==> config.mk <==
export PLATFORM = sky130hd
export DESIGN_NAME = display_scan_ctrl
export DESIGN_NICKNAME = d
export VERILOG_FILES = /design/src/rtl/display_scan_ctrl.sv
export SDC_FILE = /design/constraint.sdc
export NUM_CORES = 1
export LEC_CHECK = 0
export ABC_AREA = 0
export CAP_MARGIN = 15
export CORE_ASPECT_RATIO = 0.75
export CORE_MARGIN = 5
export CORE_UTILIZATION = 40
export CTS_BUF_LIST = sky130_fd_sc_hd__clkbuf_2 sky130_fd_sc_hd__clkbuf_4 sky130_fd_sc_hd__clkbuf_8
export DETAILED_ROUTE_END_ITERATION = 10
export MAX_ROUTING_LAYER = met4
export SLEW_MARGIN = 0
export SYNTH_ARGS = -nofsm -noshare
export SYNTH_HDL_FRONTEND = slang
export SYNTH_SLANG_ARGS = --single-unit
==> constraint.sdc <==
create_clock -name clk -period 2.6 [get_ports clk]
set_input_delay 0.39 -clock clk [delete_from_list [all_inputs] [get_ports clk]]
set_output_delay 0.39 -clock clk [all_outputs]
set_load 0.05 [all_outputs]
==> src/rtl/display_scan_ctrl.sv <==
// Multiplexed 7-segment scan controller: walks NDIGITS digits with a blanking
// gap between each, double-buffering digit codes so a frame never mixes data.
module display_scan_ctrl #(
   parameter int NDIGITS = 4,
   parameter int DWELL   = 50000,
   parameter int BLANK   = 500
) (
   input  logic                       clk,
   input  logic                       reset,
   input  logic                       wr_valid,
   output logic                       wr_ready,
   input  logic [$clog2(NDIGITS)-1:0] wr_digit,
   input  logic [4:0]                 wr_code,
   input  logic                       lz_en,
   output logic [4:0]                 num,
   output logic [NDIGITS-1:0]         dig_en_n,
   output logic                       frame_tick
);
   localparam int IW   = $clog2(NDIGITS);
   localparam int MAXC = (DWELL > BLANK) ? DWELL : BLANK;
   localparam int CW   = $clog2(MAXC);
   localparam logic [CW-1:0] DWELL_LD   = CW'(DWELL - 1);
   localparam logic [CW-1:0] BLANK_LD   = CW'(BLANK - 1);
   localparam logic [IW-1:0] LAST_IDX   = IW'(NDIGITS - 1);
   localparam logic [4:0]    CODE_BLANK = 5'd31;

   typedef enum logic {SHOW, GAP} state_e;

   state_e                   state_q, state_d;
   logic [IW-1:0]            idx_q, idx_d;
   logic [CW-1:0]            cnt_q, cnt_d;
   logic [NDIGITS-1:0][4:0]  shadow_q, shadow_d;
   logic [NDIGITS-1:0][4:0]  active_q, active_d;
   logic [4:0]               num_q, num_d;
   logic [NDIGITS-1:0]       dig_en_n_q, dig_en_n_d;
   logic                     frame_tick_q, frame_tick_d;
   logic                     commit;
   logic                     higher_ok;
   logic [NDIGITS-1:0]       lz_zero;

   assign commit   = (state_q == GAP) && (idx_q == LAST_IDX) && (cnt_q == '0);
   assign wr_ready = !commit;

   always_comb begin
      state_d      = state_q;
      idx_d        = idx_q;
      cnt_d        = cnt_q;
      shadow_d     = shadow_q;
      active_d     = commit ? shadow_q : active_q;
      num_d        = CODE_BLANK;
      dig_en_n_d   = '1;
      frame_tick_d = commit;
      higher_ok    = 1'b1;
      lz_zero      = '0;

      if (cnt_q != '0) begin
         cnt_d = cnt_q - CW'(1);
      end else if (state_q == SHOW) begin
         state_d = GAP;
         cnt_d   = BLANK_LD;
      end else begin
         state_d = SHOW;
         cnt_d   = DWELL_LD;
         idx_d   = (idx_q == LAST_IDX) ? '0 : idx_q + IW'(1);
      end

      // Indices that don't decode to a digit simply match no entry.
      if (wr_valid && wr_ready) begin
         for (int i = 0; i < NDIGITS; i++) begin
            if (wr_digit == IW'(i)) shadow_d[i] = wr_code;
         end
      end

      // Scan from the top digit down; a zero blanks while everything above is 0/blank.
      for (int i = NDIGITS - 1; i >= 1; i--) begin
         lz_zero[i] = higher_ok && (active_d[i] == 5'd0);
         higher_ok  = higher_ok && ((active_d[i] == 5'd0) || (active_d[i] >= 5'd17));
      end

      // Display outputs are decoded from the next state so they line up with state_q.
      if (state_d == SHOW) begin
         dig_en_n_d[idx_d] = 1'b0;
         num_d = (lz_en && lz_zero[idx_d]) ? CODE_BLANK : active_d[idx_d];
      end
   end

   always_ff @(posedge clk or posedge reset) begin
      if (reset) begin
         state_q      <= GAP;
         idx_q        <= LAST_IDX;
         cnt_q        <= '0;
         shadow_q     <= '1;
         active_q     <= '1;
         num_q        <= CODE_BLANK;
         dig_en_n_q   <= '1;
         frame_tick_q <= 1'b0;
      end else begin
         state_q      <= state_d;
         idx_q        <= idx_d;
         cnt_q        <= cnt_d;
         shadow_q     <= shadow_d;
         active_q     <= active_d;
         num_q        <= num_d;
         dig_en_n_q   <= dig_en_n_d;
         frame_tick_q <= frame_tick_d;
      end
   end

   assign num        = num_q;
   assign dig_en_n   = dig_en_n_q;
   assign frame_tick = frame_tick_q;

endmodule
# Word level (Yosys, flattened, before mapping)

Cells that the tools add are included.

Output and inout bits: 11
Register bits: 69
Word-level logic and storage cells: 63
Bits of input ports: 11

Muxes and demuxes: 17
Eq/ne operators: 4
$add $sub $neg: 2
$lt $le $gt $ge: 4
Bitwise gates (word level): 1
Reductions and logical operators: 21

Operators by type and width:

| kind                                                        | number |
|---|---|
| two-way mux 16 bit                                          | 2 |
| two-way mux 20 bit                                          | 1 |
| zero test 16 bit                                            | 1 |
| nonzero test 16 bit                                         | 1 |
| subtractor 16 x 1 -> 16 bit (second input constant)         | 1 |
| zero test 5 bit                                             | 3 |
| two-way mux 5 bit                                           | 3 |
| binary-select mux 5 bit (select 2 bit)                      | 1 |
| >= comparator 5 bit (second input constant)                 | 2 |
| logical AND 1 bit                                           | 8 |
| AND reduction 2 bit                                         | 4 |
| == test 2 bit (second input constant)                       | 3 |
| two-way mux 2 bit                                           | 3 |
| two-way mux 1 bit                                           | 4 |
| two-way mux 4 bit                                           | 1 |
| NOT 4 bit                                                   | 1 |
| less-than comparator 2 x 3 -> 1 bit (second input constant) | 1 |
| adder 2 x 1 -> 2 bit (second input constant)                | 1 |
| binary-select mux 1 bit (select 2 bit)                      | 1 |
| demux 1 bit (select 2 bit)                                  | 1 |
| == test 2 x 1 -> 1 bit (second input constant)              | 1 |
| >= comparator 2 x 1 -> 1 bit (second input constant)        | 1 |
| zero test 2 bit                                             | 1 |
| logical OR 1 bit                                            | 2 |
| zero test 1 bit                                             | 1 |

# Longest topological paths before layout

Gate-level depths: netlist of the first run.

Depth in word-level cells: 13
Mapped depth: 11
Gate-level depth less buffers: 9

# Worst setup path after synthesis of the first run

No wires, ideal clock.

Kind: register to output
From: reg cnt_q[10]
To: out wr_ready
Data required time: 2.210 ns
Data arrival time: 2.293 ns
Buffers on the path: 3
Setup slack: -0.083 ns
Stages on the path, launching flop included: 8
Cell sequence: dfrtp_1 > or4_4 > or4_4 > nor2_2 > buf_6 > inv_2 > buf_6 > clkbuf_1

Word-level cells in the longest chain between the ends: 3

RTL lines:

| element                | line | RTL |
|---|---|---|
| start, declared        | 31   | `logic [CW-1:0] cnt_q, cnt_d;` |
| start signal, assigned | 100  | `cnt_q <= cnt_d;` |
| zero test 16 bit       | 41   | `assign commit = (state_q == GAP) && (idx_q == LAST_IDX) && (cnt_q == '0);` |
| logical AND 1 bit      | 41   |  |
| zero test 1 bit        | 42   | `assign wr_ready = !commit;` |
| end, declared          | 11   | `output logic wr_ready,` |

Every way passes these cells.

# Worst setup path after layout of the first run

From: reg cnt_q[12]
To: out wr_ready

The elaborated chain is that of the path after synthesis.

==> impl_metrics.csv, run 1 <==
group,metric,value,unit
grt,grt_pass1_wl,14800,um
finish,nets,422,
synth,ys_types,53,
routing,firstDrtPassIters,5,
synth,synth_fp_nets,358,
synth,yosysTopAreaCell,"dfstp_2",
setup_path,required,2210,ps
setup_path,crit_slowest_cell,"or4_4",
synth,synth_common_cells,"nand2_1, dfstp_2, mux2_2, dfrtp_1, mux2i_1",
synth,synth_top_area_frac,0.375,
timing,skew,8.44,ps
setup_path,end_kind,"output port",
floorplanning,die_area,11100,um^2
timing,setup_viol,6,
placed_design,pre_cts_ws,-49.1,ps
routing,vias,2854,
timing,final_hold_viol_count,0,
cts,clkTransAtPathRegs,80,ps
cts,cts_tree,"yes",
cts,clockBufferDepth,2,
setup_path,cp_data_arrival_time,2300,ps
synth,synth_edf_count,0,
job,maxCapViolCount,0,
setup_path,start_kind,"flip-flop",
timing,fin_ws,-91.6,ps
outcome,status,"finished, violations left",
timing,rsz0062_at_grt,"true",
finish,areaGrowthSynthToFinish,29.6,%
setup_path,path_cells,"or4_4 > or4_4 > nor2_4 > inv_6 > buf_8 > buf_8",
synth,synth_seq_area_share,0.492,
timing,worst_pin_slew,661,ps
pwr,power_leakage,0.00191,uW
routing,routed_wirelength,8990,um
cts,root_buffer,"clkbuf_8",
timing,post-route-min-period,2690,ps
finish,drive_gt1_frac,0.440,
grt,overflow,0,
timing,max-slew-margin-rel,0.559,
routing,vias_per_cell,5.43,
pwr,power.density,533,nW/um^2
grt,antenna_found_initial,0,
routing,ant_nets,0,
floorplanning,start_util,0.406,
placed_design,dp_hpwl,6270,um
placed_design,place_inst,499,
cts,clock-sinks,69,
routing,drc,0,
finish,final_area,4720,um^2
grt,track_usage,0.175,
grt,grt_pass1_vias,2757,
floorplanning,die_x,120,um
synth,yosys-top-cells-area,"dfstp_2, dfrtp_1, mux2_2",
cts,htreeDepth,3,
placed_design,placed_area,4210,um^2
synth,synth.yosys.warnings,0,
pwr,vdd_drop_max,0.365,mV
floorplanning,core,8970,um^2
grt,grt_max_degree,38,
routing,dr.first_iter.drc_count,169,
routing,routedWlPerCell,17.1,um
floorplanning,rows,30,
finish,fillers,771,
setup_path,worstPathMaxFanout,4,
timing,final-max-slew-violation-count,0,
synth,syn_area,3640,um^2
finish,seq_area,1790,um^2
placed_design,numPortBuffers,21,
floorplanning,die_y,92.7,um
cts,clk_latency,370,ps
finish,multiInputGateArea,1860,um^2
setup_path,crit_family,"simple AND/OR/NAND/NOR gates",
finish,fin_cells,526,
synth,synth_most_common_cell,"nand2_1",
setup_path,cp_num_buf_inv,3,
outcome,failed_checks,"setup timing",
synth,ys_seq_elements,69,
timing,fmax,372,MHz
setup_path,max_stage_delay,550,ps
synth,avgSynthCellArea,10.6,um^2
worst_hold_path,hp-class,"in2async",
synth,synthFlopType,"dfstp_2",
timing,fin_crit_sh,1.04,
floorplanning,io_pins,22,
cts,cts_buffers,9,
placed_design,gp_congestion,0.872,
synth,syn_inst,345,
synth,synthArstFlopShare,1.00,
setup_path,worst-setup-path-type,"reg2out",
finish,antenna_cells,0,
==> cells in the final DEF (no fill, tap or decap), drive strengths merged, types with 3 or more instances in the layout <==
| master | n |
|---|---|
| nor2 | 15 |
| or2 | 4 |
| o21ai | 13 |
| dfstp | 52 |
| a22oi | 4 |
| o31ai | 3 |
| dfrtp | 17 |
| bufinv | 3 |
| mux2 | 30 |
| clkbuf | 9 |
| or4 | 5 |
| o221ai | 4 |
| o311ai | 7 |
| inv | 7 |
| nor3 | 7 |
| clkdlybuf4s50 | 20 |
| mux2i | 16 |
| o22ai | 4 |
| buf | 50 |
| nand2 | 77 |
| xnor2 | 9 |
| nand2b | 3 |
| nor4 | 5 |
| or3 | 6 |
| a21oi | 7 |
| nand3 | 4 |
==> through the flow <==
| stage | setup TNS [ps] | util | total power, uW | hold WS [ps] |
|---|---|---|---|---|
| finish | -462 | 0.526 | 2520 | 456 |
| global route | -979 | 0.526 | 2600 | 487 |
| CTS | -614 | 0.514 | 2520 | 472 |
| detailed placement | -159 | 0.469 | 1430 | 462 |
| global placement | -15.7 | 0.469 | 1420 | 454 |
| floorplan | 0 | - | 1340 | 438 |
==> area by class of cell <==
type | instances | area share
multi-input combinational | 253 | 0.394
inverter | 6 | 0.00583
tap | 112 | 0.0297
clock inverter | 7 | 0.0260
timing repair buffer | 70 | 0.139
clock buffer | 9 | 0.0262
sequential | 69 | 0.379
==> worst register-to-register path: stages (launching register included) <==
cell and delay (ps):
dfrtp_1 390, or4_4 550, or4_4 530, buf_6 150, nor2_4 140, buf_6 140, mux4_2 530, nor2_4 110
o22ai_2 60
==> power by group <==
part	internal [uW]	switching, uW	total (uW)
sequential	1180	82.1	1260
clock	641	451	1090
combinational	91.0	68.1	159
total	1910	601	2520
==> path summary, 6_finish.rpt <==
path / slack, ps / from / cells past startpoint / to
max reg2reg: -90 / cnt_q[12] / 8 / num[0]
min reg2reg: 470 / active_q[0] / 2 / active_q[0]
max: -90 / cnt_q[12] / 6 / wr_ready
max in group asynchronous: 1490 / reset / 3 / active_q[4]
min: 460 / reset / 2 / frame_tick
min in group clk: 470 / active_q[0] / 2 / active_q[0]
==> metal layers <==
| layer | wire (um) | track usage |
|---|---|---|
| met5 | 0 | - |
| met4 | 135 | 0.0562 |
| met3 | 626 | 0.0397 |
| met2 | 3730 | 0.227 |
| met1 | 4490 | 0.264 |
==> repair_timing <==
item,CTS,global route
pin swaps,6,6
hold buffers,0,0
resized for setup,22,12
endpoints found under the setup margin,6,17
buffers inserted,9,4
==> flip-flops by register name, indices dropped and copies added, names as in the netlist <==
name,cells
active_q,20
shadow_q,20
cnt_q,16
num,5
dig_en_n,4
idx_q,2
frame_tick,1
state_q,1
==> kinds of logic after synthesis <==
logic type | share of synthesized area
AND/OR/NAND/NOR | 0.187
flip-flops | 0.492
AO/OA/AOI/OAI | 0.105
multiplexers | 0.150
buffers and inverters | 0.0326
XOR/XNOR | 0.0264
adder cells (fa/ha/maj) | 0.00687
Power figures use the tool's default switching activity.
==> run 2: changes to the inputs <==
CAP_MARGIN = default   (was 15)
==> results of run 2 <==
The final DEF is identical to that of run 1; final timing and power are the same.
